$ cat config.mk
export PLATFORM = sky130hd
export DESIGN_NAME = resolver_peak_monitor
export DESIGN_NICKNAME = d
export VERILOG_FILES = /design/src/rtl/resolver_peak_monitor_pkg.sv /design/src/rtl/resolver_peak_monitor_tracker.sv /design/src/rtl/resolver_peak_monitor.sv
export SDC_FILE = /design/constraint.sdc
export NUM_CORES = 1
export LEC_CHECK = 0
export CORE_MARGIN = 5
export CORE_UTILIZATION = 40
export DETAILED_ROUTE_END_ITERATION = 6
export PLACE_DENSITY = 0.61
export SLEW_MARGIN = 20
export SYNTH_ARGS = -nofsm -noshare
export SYNTH_HDL_FRONTEND = slang
export SYNTH_HIERARCHICAL = 1
export SYNTH_SLANG_ARGS = --single-unit
$ cat constraint.sdc
create_clock -name clk_i -period 6.46 [get_ports clk_i]
set_input_delay 0.646 -clock clk_i [delete_from_list [all_inputs] [get_ports clk_i]]
set_output_delay 0.646 -clock clk_i [all_outputs]
set_load 0.05 [all_outputs]
$ cat src/rtl/resolver_peak_monitor_pkg.sv
// ---------------------------------------------------------------------------
// resolver_peak_monitor_pkg
// Shared types and constants for the resolver peak monitor.
//   state_t     : window sequencer states
//   SAMPLE_MAX  : largest signed ADC code (also the neutral running minimum)
//   SAMPLE_MIN  : smallest signed ADC code (also the neutral running maximum)
//   clamp_len() : window length with 0 and 1 promoted to 2
// ---------------------------------------------------------------------------
package resolver_peak_monitor_pkg;

    localparam int ADC_RESOLUTION_DFLT = 14;
    localparam int SAMPLE_MAX = (2 ** (ADC_RESOLUTION_DFLT - 1)) - 1;
    localparam int SAMPLE_MIN = -(2 ** (ADC_RESOLUTION_DFLT - 1));

    typedef enum logic {
        WAIT_START = 1'b0,
        ACCUM      = 1'b1
    } state_t;

    // A window needs at least two samples to describe a peak-to-peak span.
    function automatic logic [31:0] clamp_len(input logic [31:0] len);
        return (len < 32'd2) ? 32'd2 : len;
    endfunction

endpackage

$ cat src/rtl/resolver_peak_monitor_tracker.sv
// ---------------------------------------------------------------------------
// peak_tracker
// One channel of the peak monitor: running signed max/min over a window.
//   clk_i, reset_n_i : clock, asynchronous active-low reset
//   clear_i          : force running extrema neutral (highest priority)
//   seed_i           : first sample of a window, load max = min = sample
//   update_i         : mid-window sample, fold into running extrema
//   close_i          : final sample, fold in, publish result, go neutral
//   sample_i         : signed two's-complement sample
//   max_o, min_o     : published window extrema (registered)
//   amp_next_o       : (max - min) >> 1 of the window being closed
//                      (combinational, valid in the close_i cycle)
// ---------------------------------------------------------------------------
module peak_tracker
    import resolver_peak_monitor_pkg::*;
#(
    parameter int W = ADC_RESOLUTION_DFLT
) (
    input  logic         clk_i,
    input  logic         reset_n_i,
    input  logic         clear_i,
    input  logic         seed_i,
    input  logic         update_i,
    input  logic         close_i,
    input  logic [W-1:0] sample_i,
    output logic [W-1:0] max_o,
    output logic [W-1:0] min_o,
    output logic [W-1:0] amp_next_o
);

    // Neutral extrema: any real sample replaces them on the first compare.
    localparam logic signed [W-1:0] NEUTRAL_MAX = {1'b1, {(W-1){1'b0}}};
    localparam logic signed [W-1:0] NEUTRAL_MIN = {1'b0, {(W-1){1'b1}}};

    logic signed [W-1:0] sample;
    logic signed [W-1:0] run_max;
    logic signed [W-1:0] run_min;
    logic signed [W-1:0] cand_max;
    logic signed [W-1:0] cand_min;
    logic        [W:0]   span;

    assign sample   = sample_i;
    assign cand_max = (sample > run_max) ? sample : run_max;
    assign cand_min = (sample < run_min) ? sample : run_min;

    // Sign-extend to W+1 bits so full-scale span cannot overflow; max >= min
    // always holds here, so the span is non-negative.
    assign span       = {cand_max[W-1], cand_max} - {cand_min[W-1], cand_min};
    assign amp_next_o = W'(span >> 1);

    // NOTE: sequential state uses non-blocking assignments so every register
    // samples pre-edge values, independent of statement order.
    always_ff @(posedge clk_i or negedge reset_n_i) begin
        if (!reset_n_i) begin
            run_max <= NEUTRAL_MAX;
            run_min <= NEUTRAL_MIN;
            max_o   <= '0;
            min_o   <= '0;
        end else if (clear_i) begin
            run_max <= NEUTRAL_MAX;
            run_min <= NEUTRAL_MIN;
        end else if (seed_i) begin
            run_max <= sample;
            run_min <= sample;
        end else if (close_i) begin
            max_o   <= cand_max;
            min_o   <= cand_min;
            run_max <= NEUTRAL_MAX;
            run_min <= NEUTRAL_MIN;
        end else if (update_i) begin
            run_max <= cand_max;
            run_min <= cand_min;
        end
    end

endmodule

$ cat src/rtl/resolver_peak_monitor.sv
// ---------------------------------------------------------------------------
// resolver_peak_monitor
// Per-window max/min and peak-to-peak amplitude of the raw sin/cos samples.
//   clk_i, reset_n_i        : clock, asynchronous active-low reset
//   sample_valid_i          : qualifies sin_i / cos_i
//   sin_i, cos_i            : signed ADC samples
//   window_len_i            : samples per window, taken at window start
//   clear_i                 : abort window, discard partial extrema
//   sin/cos_max_o, _min_o   : signed window extrema
//   sin_amp_o, cos_amp_o    : (max - min) >> 1
//   amp_delta_o             : |sin_amp - cos_amp|, only with PEAK_MISMATCH_EN
//   peak_valid_o            : one-cycle strobe, all results updated
// Optional feature macro: PEAK_MISMATCH_EN (undefined: amp_delta_o = 0).
// ---------------------------------------------------------------------------
module resolver_peak_monitor
    import resolver_peak_monitor_pkg::*;
#(
    parameter int ADC_RESOLUTION = 14,
    parameter int WINDOW_WIDTH   = 16
) (
    input  logic                      clk_i,
    input  logic                      reset_n_i,
    input  logic                      sample_valid_i,
    input  logic [ADC_RESOLUTION-1:0] sin_i,
    input  logic [ADC_RESOLUTION-1:0] cos_i,
    input  logic [WINDOW_WIDTH-1:0]   window_len_i,
    input  logic                      clear_i,
    output logic [ADC_RESOLUTION-1:0] sin_max_o,
    output logic [ADC_RESOLUTION-1:0] sin_min_o,
    output logic [ADC_RESOLUTION-1:0] cos_max_o,
    output logic [ADC_RESOLUTION-1:0] cos_min_o,
    output logic [ADC_RESOLUTION-1:0] sin_amp_o,
    output logic [ADC_RESOLUTION-1:0] cos_amp_o,
    output logic [ADC_RESOLUTION-1:0] amp_delta_o,
    output logic                      peak_valid_o
);

    state_t                    state;
    logic [WINDOW_WIDTH-1:0]   count;
    logic [WINDOW_WIDTH-1:0]   len_q;
    logic [WINDOW_WIDTH-1:0]   len_next;
    logic                      accept;
    logic                      last;
    logic                      seed;
    logic                      update;
    logic                      close;
    logic [ADC_RESOLUTION-1:0] sin_amp_next;
    logic [ADC_RESOLUTION-1:0] cos_amp_next;

    // clear_i wins over a coincident sample.
    assign accept   = sample_valid_i && !clear_i;
    assign last     = (state == ACCUM) && (count == len_q - WINDOW_WIDTH'(1));
    assign seed     = accept && (state == WAIT_START);
    assign close    = accept && last;
    assign update   = accept && (state == ACCUM) && !last;
    assign len_next = WINDOW_WIDTH'(clamp_len(32'(window_len_i)));

    peak_tracker #(.W(ADC_RESOLUTION)) u_sin (
        .clk_i      (clk_i),
        .reset_n_i  (reset_n_i),
        .clear_i    (clear_i),
        .seed_i     (seed),
        .update_i   (update),
        .close_i    (close),
        .sample_i   (sin_i),
        .max_o      (sin_max_o),
        .min_o      (sin_min_o),
        .amp_next_o (sin_amp_next)
    );

    peak_tracker #(.W(ADC_RESOLUTION)) u_cos (
        .clk_i      (clk_i),
        .reset_n_i  (reset_n_i),
        .clear_i    (clear_i),
        .seed_i     (seed),
        .update_i   (update),
        .close_i    (close),
        .sample_i   (cos_i),
        .max_o      (cos_max_o),
        .min_o      (cos_min_o),
        .amp_next_o (cos_amp_next)
    );

    // Window sequencer. The closing edge relatches the length and restarts
    // the count at 0 while staying in ACCUM, so the next sample is never lost.
    always_ff @(posedge clk_i or negedge reset_n_i) begin
        if (!reset_n_i) begin
            state        <= WAIT_START;
            count        <= '0;
            len_q        <= '0;
            peak_valid_o <= 1'b0;
            sin_amp_o    <= '0;
            cos_amp_o    <= '0;
        end else begin
            peak_valid_o <= 1'b0;
            if (clear_i) begin
                state <= WAIT_START;
                count <= '0;
            end else if (seed) begin
                len_q <= len_next;
                count <= WINDOW_WIDTH'(1);
                state <= ACCUM;
            end else if (close) begin
                len_q        <= len_next;
                count        <= '0;
                peak_valid_o <= 1'b1;
                sin_amp_o    <= sin_amp_next;
                cos_amp_o    <= cos_amp_next;
            end else if (update) begin
                count <= count + WINDOW_WIDTH'(1);
            end
        end
    end

`ifdef PEAK_MISMATCH_EN
    logic [ADC_RESOLUTION:0] amp_diff;
    logic [ADC_RESOLUTION:0] amp_abs;

    assign amp_diff = {1'b0, sin_amp_next} - {1'b0, cos_amp_next};
    assign amp_abs  = amp_diff[ADC_RESOLUTION] ? (~amp_diff + 1'b1) : amp_diff;

    always_ff @(posedge clk_i or negedge reset_n_i) begin
        if (!reset_n_i) begin
            amp_delta_o <= '0;
        end else if (close) begin
            amp_delta_o <= amp_abs[ADC_RESOLUTION] ? {ADC_RESOLUTION{1'b1}}
                                                   : amp_abs[ADC_RESOLUTION-1:0];
        end
    end
`else
    assign amp_delta_o = '0;
`endif

endmodule

* After elaboration in Yosys (flattened, before gate mapping)
Index checks and enable logic that the tools add are counted.
Word-level totals: register bits after elaboration 174, output and inout port bits 99
Operators by class: add/subtract/negate cells 4, order comparisons 5, equality and inequality tests 1, mux-type cells 32, bitwise gates (word level) 3, reduce and logical (&&, ||, !) cells 13
Operators with widths (count):
- 2-to-1 mux 14 bit | 20
- 2-to-1 mux 16 bit | 7
- subtractor 14 x 14 -> 15 bit | 2
- > comparator 14 bit | 2
- < comparator 14 bit | 2
- adder 16 x 1 -> 16 bit, second input constant | 1
- equality test 16 bit | 1
- < comparator 16 x 2 -> 1 bit, second input constant | 1
- subtractor 16 x 1 -> 16 bit, second input constant | 1
- logical AND 1 bit | 6
- 2-to-1 mux 1 bit | 5
- nonzero test 2 bit | 2
- nonzero test 4 bit | 1
- NOT 1 bit | 3
- AND reduction 3 bit | 1
- logical NOT 1 bit | 2
- AND reduction 2 bit | 1

* Longest topological paths before layout
Gate-level depths: netlist (run 1).
depth after elaboration 9, mapped depth 22

* Cells and area by module
Netlist (run 1), hierarchy kept.
By module, submodules not included:
- peak_tracker | instances 2, cells an instance 462, area an instance 3955.0 sq um, sequential area each 1418.9 sq um
- resolver_peak_monitor | instances 1, cells an instance 306, area an instance 3340.7 sq um, sequential area each 1551.5 sq um

* Worst setup path before layout (run 1)
OpenSTA, ideal clock, no wires.
kind in2reg, from input port cos_i[13], to register cos_amp_o[10], library setup time 0.128 ns, data arrival time 4.710 ns, data required time 6.332 ns, setup slack 1.623 ns, stages 17, buffers on the path 2, cell sequence ha_1 -> nand4_1 -> o41a_1 -> o21a_1 -> nor2_1 -> buf_2 -> mux2i_1 -> inv_1 -> ha_1 -> clkbuf_1 -> a21o_1 -> a221o_1 -> nand2_1 -> o211ai_1 -> and4b_1 -> or4_1 -> mux2_1
On the way: word-level cells in the longest chain between the ends 3, elaborated cells between the ends (all ways) 5
Ends and longest elaborated chain:
- from (decl) | RTL line resolver_peak_monitor.sv:25 | input logic [ADC_RESOLUTION-1:0] cos_i,
- > comparator 14 bit | RTL line resolver_peak_monitor_tracker.sv:43 | assign cand_max = (sample > run_max) ? sample : run_max;
- 2-to-1 mux 14 bit | RTL line resolver_peak_monitor_tracker.sv:43
- via u_cos.cand_max[2] | RTL line resolver_peak_monitor_tracker.sv:38 | logic signed [W-1:0] cand_max;
- subtractor 14 x 14 -> 15 bit | RTL line resolver_peak_monitor_tracker.sv:48 | assign span = {cand_max[W-1], cand_max} - {cand_min[W-1], cand_min};
- via cos_amp_next[10] | RTL line resolver_peak_monitor.sv:48 | logic [ADC_RESOLUTION-1:0] cos_amp_next;
- to (signal assigned) | RTL line resolver_peak_monitor.sv:108 | cos_amp_o <= cos_amp_next;
- to (decl) | RTL line resolver_peak_monitor.sv:33 | output logic [ADC_RESOLUTION-1:0] cos_amp_o,
The timed path passes the listed nets, and every way through them passes these cells. A chain may end at the register's enable or synchronous reset.

* Worst setup path in the final report (run 1)
from input port cos_i[13], to register cos_amp_o[11]
Same word-level chain as after synthesis.

==> results.md, run 1 <==
* CP startpoint: cos_i[13]
* Post-synthesis simple-gate area fraction at ~14%
* Share of post-route cells with drive strength above 1 at roughly 9.3%
* Period utilization at about 85%
* Min Tclk post-route at between 5 and 6 ns
* IO Port Bufs at between 100 and 150
* FP Rows at between 60 and 70
* Area contributors post-synth: dfrtp_1 32%, ha_1 9.1%, a21oi_1 7.8%, dfstp_2 6.5%, nor2_1 4.1%
* WL per Instance at ~18 um
* Die area at ~32,000 um2
* Max_slew headroom at 29.65%
* Die Wd at approximately 180 um
* Die Ht at between 150 and 200 um
* Yosys cell types at around 80
* Cell Area, Synth at ~11,000 um2
* Area of the multi-input gates at around 6100 um2
* Hold Slack at around 0.34 ns
* Post-Syn Instances at 1,230
* Final Cell Area at between 10,000 and 15,000 um2
* Core Area at around 28,000 um2
* Largest family of logic cells by synthesized area: compound AO/OA/AOI/OAI gates
* WL final at between 30,000 and 40,000 um
* Mux contribution to synthesized area at under 10%
* Skew-Pair Late Insertion Delay at roughly 0.44 ns
* Fmax at about 180 MHz
* FILL cells at around 2,700
* DRT Pass-1 Iters at 6
* Cell count after placement at ~1,700
* Share of the synthesized area in the top cell type at about a third
* Worst Path Max Fanout at 7
* Max Clock Skew at 0.01816 ns
* CTS Buf Count at 17
* Max Cap Violations at 0
* Vias per cell at 5.499
* Vias at 9,530
* CTS tree: built
* H-Tree Depth at 4
* Sequential cell area at roughly 4400 um2
* Slew @ Worst Pin at roughly 1.1 ns
* TritonCTS Sinks at about 170
* Crit end category: flip-flop
* Number of global-route vias before repair at approximately 9,300
* Synth Area per Inst at approximately 9.1 um2
* Endpoints failing hold at 0
* Reg clk slew, reported paths at ~0.07 ns
* Setup TNS at 0 ns
* Pwr Density at around 260 nW/um2
* RSZ-0062 raised after global routing: no
* GRT overflow at 0
* Largest area contributor in the netlist: dfrtp_1
* Initial DRC count at 583
* Antenna violations before repair at 0
* Max Slew Vio Count at 0
* Setup Viol. Count Final at 0
* CTS Root Cell: clkbuf_16
* Async set or reset register ratio after synthesis at 100.0%
* Outcome: completed
* DP Wirelength at 23,250 um
* P&R area growth vs syn at 19.86%
* #FFs+latches synth at about 170
* Worst R2R Start: u_cos/run_max[13]
* Worst Setup Path Type: input pin to flip-flop
* Post-route ant nets at 0
* Post-place setup slack at around 0.66 ns
* CP Launch Type: input pin
* VDD IR max at about 0.18 mV
* Gpl congestion at 0.8940
* Pin count of the biggest net entering global routing at between 100 and 150
* GRT Resource Usage Total at 19.87%
* Global-route wire length before repair at between 40,000 and 50,000 um
* XOR/XNOR Fraction of Synth Area at between 2 and 2.5%
* Cts repair resizes at 0
* Leak Pwr at 6.251 nW
* Clock Path Buffers at 2
* Crit path DAT at around 5.8 ns
* Hold/Removal Path Class: input pin to async pin
* Dpl cell area at 12,910 um2
* Final nets at 1,474
* Post-synthesis sequential area ratio at 39.01%
* Yosys warns at 6
* Initial Utilization at between 40% and 50%
* Worst setup margin at 0.9922 ns
* Non-filler cells, final at 1,733
* ANT cells at 0
* Adder-cell area share of the yosys netlist at under 10%
* Ys flop type: dfrtp_1
* Worst endpoint required time at around 6.8 ns
* Number of flops mapped to enable cells by yosys at 0
* Post-CTS Setup Bufs at 0
* Residual DRC at 0
* Top Ports at between 100 and 150
* Compound-gate portion of the synthesized area at a little over a fifth
* # hold bufs at CTS at 0
-- flip-flops by register name, summed over array words and instances, names as in the netlist --
register,flops
count,16
u_cos/run_max,14
u_sin/run_min,14
len_q,16
u_cos/run_min,14
u_sin/run_max,14
u_sin/min_o,14
u_cos/min_o,14
u_cos/max_o,14
sin_amp_o,14
cos_amp_o,14
peak_valid_o,1
u_sin/max_o,14
state,1
-- logic make-up after synthesis --
| group | after synthesis |
|---|---|
| AOI/OAI and AO/OA | 363 |
| and+or+nand+nor | 316 |
| buffers and inverters | 189 |
| DFF | 174 |
| adders and majority gates | 84 |
| muxes | 76 |
| xor gates and xnor gates | 27 |
| other | 1 |
-- final timing paths --
path	end	slack, ns	cells past startpoint
max in group asynchronous	cos_amp_o[0]	4.67	2
min reg2reg	cos_amp_o[11]	0.49	1
min	u_cos/run_max[12]	0.34	1
max reg2reg	cos_amp_o[11]	1.20	19
max	cos_amp_o[11]	0.99	19
min in group clk_i	cos_amp_o[11]	0.49	1
-- power by group --
group	switching, mW	internal, mW	total (mW)
sequential	0.0638	1.17	1.23
combinational	0.738	0.459	1.20
clock	0.460	0.557	1.02
-- cells in the mapped netlist (8+ instances only) --
cell type,number
o21a_1,9
and3_1,9
buf_4,16
o22ai_1,8
o22a_1,26
mux2_2,14
dfrtp_1,146
nor4_1,10
a31oi_1,12
nor3_1,14
a211oi_1,30
a21oi_1,175
inv_1,118
nand2_1,45
nand4_1,22
ha_1,82
a21o_1,15
o21ai_0,22
clkbuf_1,41
xor2_1,14
and2_1,10
dfstp_2,28
mux2_1,32
nor2b_1,13
mux2i_1,30
nand2b_1,8
nor2_1,123
xnor2_1,13
nand3_1,18
-- per-layer routing --
| metal | up-vias | GRT usage (%) | wire length [um] |
|---|---|---|---|
| met3 | 28 | 4.495 | 1860 |
| met5 | - | 0 | 0 |
| met1 | 4618 | 27.95 | 14610 |
| met4 | 0 | 5.060 | 486 |
| li1 | 4613 | - | - |
| met2 | 271 | 31.11 | 14280 |
-- critical path, stage by stage --
cell,delay [ns]
clkdlybuf4s50_1,0.51
ha_1,0.44
nand4_1,0.20
o41a_1,0.47
o21a_1,0.17
nor2_1,0.47
mux2i_1,0.46
inv_1,0.09
ha_1,0.43
nor2b_1,0.17
o21ai_0,0.12
a21oi_1,0.22
o21ai_0,0.13
a21boi_0,0.23
o21ai_0,0.15
a21o_1,0.22
a31oi_1,0.26
xor2_1,0.11
mux2_1,0.30
-- layout by cell type (no fill, tap or decap), types with 5 or more instances in the layout --
| master | instances |
|---|---|
| a21oi_1 | 175 |
| dfrtp_1 | 146 |
| clkdlybuf4s50_1 | 131 |
| nor2_1 | 120 |
| inv_1 | 118 |
| ha_1 | 82 |
| nand2_1 | 45 |
| mux2_1 | 32 |
| mux2i_1 | 30 |
| a211oi_1 | 30 |
| dfstp_2 | 28 |
| o22a_1 | 26 |
| o21ai_0 | 22 |
| nand4_1 | 22 |
| buf_4 | 19 |
| nand3_1 | 18 |
| clkbuf_16 | 17 |
| a21o_1 | 15 |
| xor2_1 | 14 |
| nor3_1 | 14 |
| mux2_2 | 14 |
| conb_1 | 14 |
| xnor2_1 | 13 |
| nor2b_1 | 13 |
| a31oi_1 | 12 |
| nor4_1 | 10 |
| and2_1 | 10 |
| o21a_1 | 9 |
| and3_1 | 9 |
| nand2b_1 | 8 |
| o22ai_1 | 8 |
| or2_2 | 5 |
| o311ai_0 | 5 |
| o21bai_1 | 5 |
-- through the flow --
step	util, %	power (mW)
5_1_grt	48.54	3.649
3_5_place_dp	46.47	2.438
3_3_place_gp	46.46	2.427
6_report	48.54	3.444
2_1_floorplan	-	2.074
4_1_cts	48.51	3.473
-- layout make-up --
type / instances / area share (%)
Inverter: 118 / 3.284
Clock buffer: 21 / 3.414
Sequential cell: 174 / 32.55
Multi-Input combinational cell: 880 / 45.57
Clock inverter: 11 / 0.7886
Timing Repair Buffer: 151 / 10.88
Tap cell: 378 / 3.507
Power figures use the tool's default switching activity.
==> run 2: changes to the inputs <==
Clock period 6.46 ns to 5.7 ns, I/O delays scaled along.
==> run 2 against run 1 <==
Net effect:
- clock skew is 0.0037 ns lower
- die area is the same
- combinational power rose by 17%
- register-to-register slack got worse by 0.54 ns
- global-route usage is 0.23 points higher
- worst setup slack got worse by 0.48 ns
- utilization increased by 0.50 points
- clock power grew 9.8%
- critical path depth down 2
- via count up 0.64%
==> results.md, run 2 (synthesis results as in run 1) <==
* Most frequent cells in the layout: 175 x a21oi_1, 146 x dfrtp_1, 131 x clkdlybuf4s50_1
* Sw Ratio at ~37%
* Hold/Removal Path Class: input pin to async pin
* ANT cells at 0
* Pin count of the biggest net entering global routing at 63
* Skew-Pair Late Insertion Delay at approximately 0.43 ns
* FILL cells at between 2,000 and 3,000
* CTS Root Cell: clkbuf_16
* CP startpoint: sin_i[13]
* Endpoints failing hold at 0
* Final nets at approximately 1,500
* Setup Viol. Count Final at 0
* Clock Path Buffers at 2
* WL per Instance at 18.15 um
* H-Tree Depth at 4
* Max_slew headroom at about a third
* VDD IR max at between 0.15 and 0.2 mV
* P&R area growth vs syn at 21.11%
* GRT overflow at 0
* Crit path to: sin_amp_o[10]
* Initial DRC count at approximately 640
* Slowest CP cell: clkdlybuf4s50_1
* Worst Setup Path Type: input pin to flip-flop
* Die Wd at 177.7 um
* Initial Utilization at roughly two fifths
* Max layer used: met4
* RSZ-0062 raised after global routing: no
* Vias per cell at between 5 and 6
* Net Switching at 1.442 mW
* Post-route ant nets at 0
* Number of buffers and inverters on the critical path at 3
* DRT Pass-1 Iters at 4
* Biggest regs: count (16), len_q (16)
* CTS tree: built
* GRT Resource Usage Total at between 20% and 30%
* Global-route wire length before repair at 50,310 um
* R2R cell count at 17
* Share of post-route cells with drive strength above 1 at 10.46%
* CP Launch Type: input pin
* Core Area at 27,780 um2
* Crit end category: flip-flop
* WL final at between 30,000 and 40,000 um
* Reg clk slew, reported paths at 0.07 ns
* Max Clock Skew at 0.01445 ns
* Post-CTS Setup Bufs at 0
* Critical Path, Cell by Cell: clkdlybuf4s50_1 -> ha_1 -> nand4_1 -> o41a_1 -> o21a_1 -> nor2_1 -> buf_4 -> mux2i_1 -> inv_1 -> ha_1 -> nand2_1 -> nor3_1 -> nand4_1 -> o211ai_1 -> a21oi_1 -> or4_1 -> mux2_2
* Die Ht at around 180 um
* IO Port Bufs at 132
* Met2 wire length at around 15,000 um
* Critical path depth at 17
* WL met3 at around 1900 um
* Worst Path Max Fanout at 8
* Setup TNS at 0 ns
* P_int at around 2.5 mW
* FP Rows at just over 60
* Period utilization at 90.97%
* Clk pwr share at 28.6%
* Max Cap Violations at 0
* Leak Pwr at ~6.3 nW
* Min Tclk post-route at about 5.2 ns
* Number of global-route vias before repair at ~9,400
* Residual DRC at 0
* Sequential power share at 35.6%
* Die area at 31,580 um2
* DP Wirelength at around 24,000 um
* Hold Slack at roughly 0.10 ns
* Crit path DAT at 5.51 ns
* Gpl congestion at 0.8894
* Top Ports at 147
* Combinational share of power at 35.8%
* Most common cell after layout, fill and taps aside: a21oi_1
* Antenna violations before repair at 0
* Fmax at 192.9 MHz
* Reg-to-reg critical path endpoint: sin_amp_o[10]
* Vias at ~9,600
* TritonCTS Sinks at between 150 and 200
* Worst endpoint required time at ~6.0 ns
* CP max stage delay at 0.53 ns
* Cell family with the largest share of critical-path delay: simple AND/OR/NAND/NOR gates
* Met1 wire length at about 15,000 um
* Pwr Density at roughly 290 nW/um2
* Cts repair resizes at 0
* # hold bufs at CTS at 0
* Outcome: completed
* FF-to-FF setup slack at 0.66 ns
* Max Slew Vio Count at 0
* Slew @ Worst Pin at around 1.0 ns
* CTS Buf Count at 17
* Worst R2R Start: u_sin/run_max[13]
-- run 2: cell count changes in the layout (fill, tap and decap cells not counted), sizes merged --
| cell | delta |
|---|---|
| buf | +23 |
| bufinv | -1 |
| clkinvlp | +2 |
| clkinv | -2 |
-- run 2: how the worst min path moves through the flow --
stage	from	end	slack, ns	cells past startpoint
floorplan	reset_n_i	cos_amp_o[0]	0.27	0
global placement	cos_amp_o[9]	cos_amp_o[9]	0.47	1
detailed placement	cos_amp_o[12]	cos_amp_o[12]	0.47	1
CTS	reset_n_i	u_cos/run_max[11]	0.13	1
global route	reset_n_i	u_cos/run_max[11]	0.14	1
finish	reset_n_i	u_cos/run_max[11]	0.10	1
-- run 2: final cells by class --
class	instances	area [um2]	area share (%)
Multi-Input combinational cell	880	6137	45.04
Clock buffer	22	475.5	3.489
Timing Repair Buffer	173	1630	11.97
Sequential cell	174	4389	32.21
Inverter	118	442.9	3.251
Tap cell	378	473.0	3.471
Clock inverter	10	77.57	0.5693
-- run 2: power by group through the flow --
stage          combinational (mW)  sequential, mW  clock (mW)
3_3_place_gp                 1.38            1.41           0
5_1_grt                      1.54            1.41        1.20
2_1_floorplan               0.856            1.50           0
3_5_place_dp                 1.39            1.42           0
4_1_cts                      1.40            1.39        1.15
6_report                     1.40            1.39        1.12
-- run 2: worst register-to-register path, stage by stage (launching register included) --
cell and delay, ns:
dfstp_2 0.55, inv_1 0.04, ha_1 0.40, nand4_1 0.25, o41a_1 0.49, o21a_1 0.15, nor2_1 0.14, buf_4 0.22
mux2i_1 0.37, inv_1 0.09, ha_1 0.36, nand2_1 0.07, nor3_1 0.30, nand4_1 0.21, o211ai_1 0.40, a21oi_1 0.11
or4_1 0.52, mux2_2 0.27
-- run 2: metrics by stage --
stage | cells | total power [mW] | cell area [um2] | util, % | worst slack (ns)
3_5_place_dp | 1723 | 2.802 | 13070 | 47.05 | 0.2051
6_report | 1755 | 3.915 | 13630 | 49.05 | 0.5147
3_3_place_gp | 1723 | 2.793 | 13070 | 47.05 | 0.2406
2_1_floorplan | 1243 | 2.351 | 11300 | - | 0.9385
4_1_cts | 1755 | 3.941 | 13630 | 49.05 | 0.6410
5_1_grt | 1755 | 4.144 | 13630 | 49.05 | 0.2915
-- run 2: layer usage --
layer	global-route usage (%)	up-vias
li1	-	4649
met1	27.79	4654
met2	31.99	259
met3	4.389	29
met4	5.479	0
met5	0	-
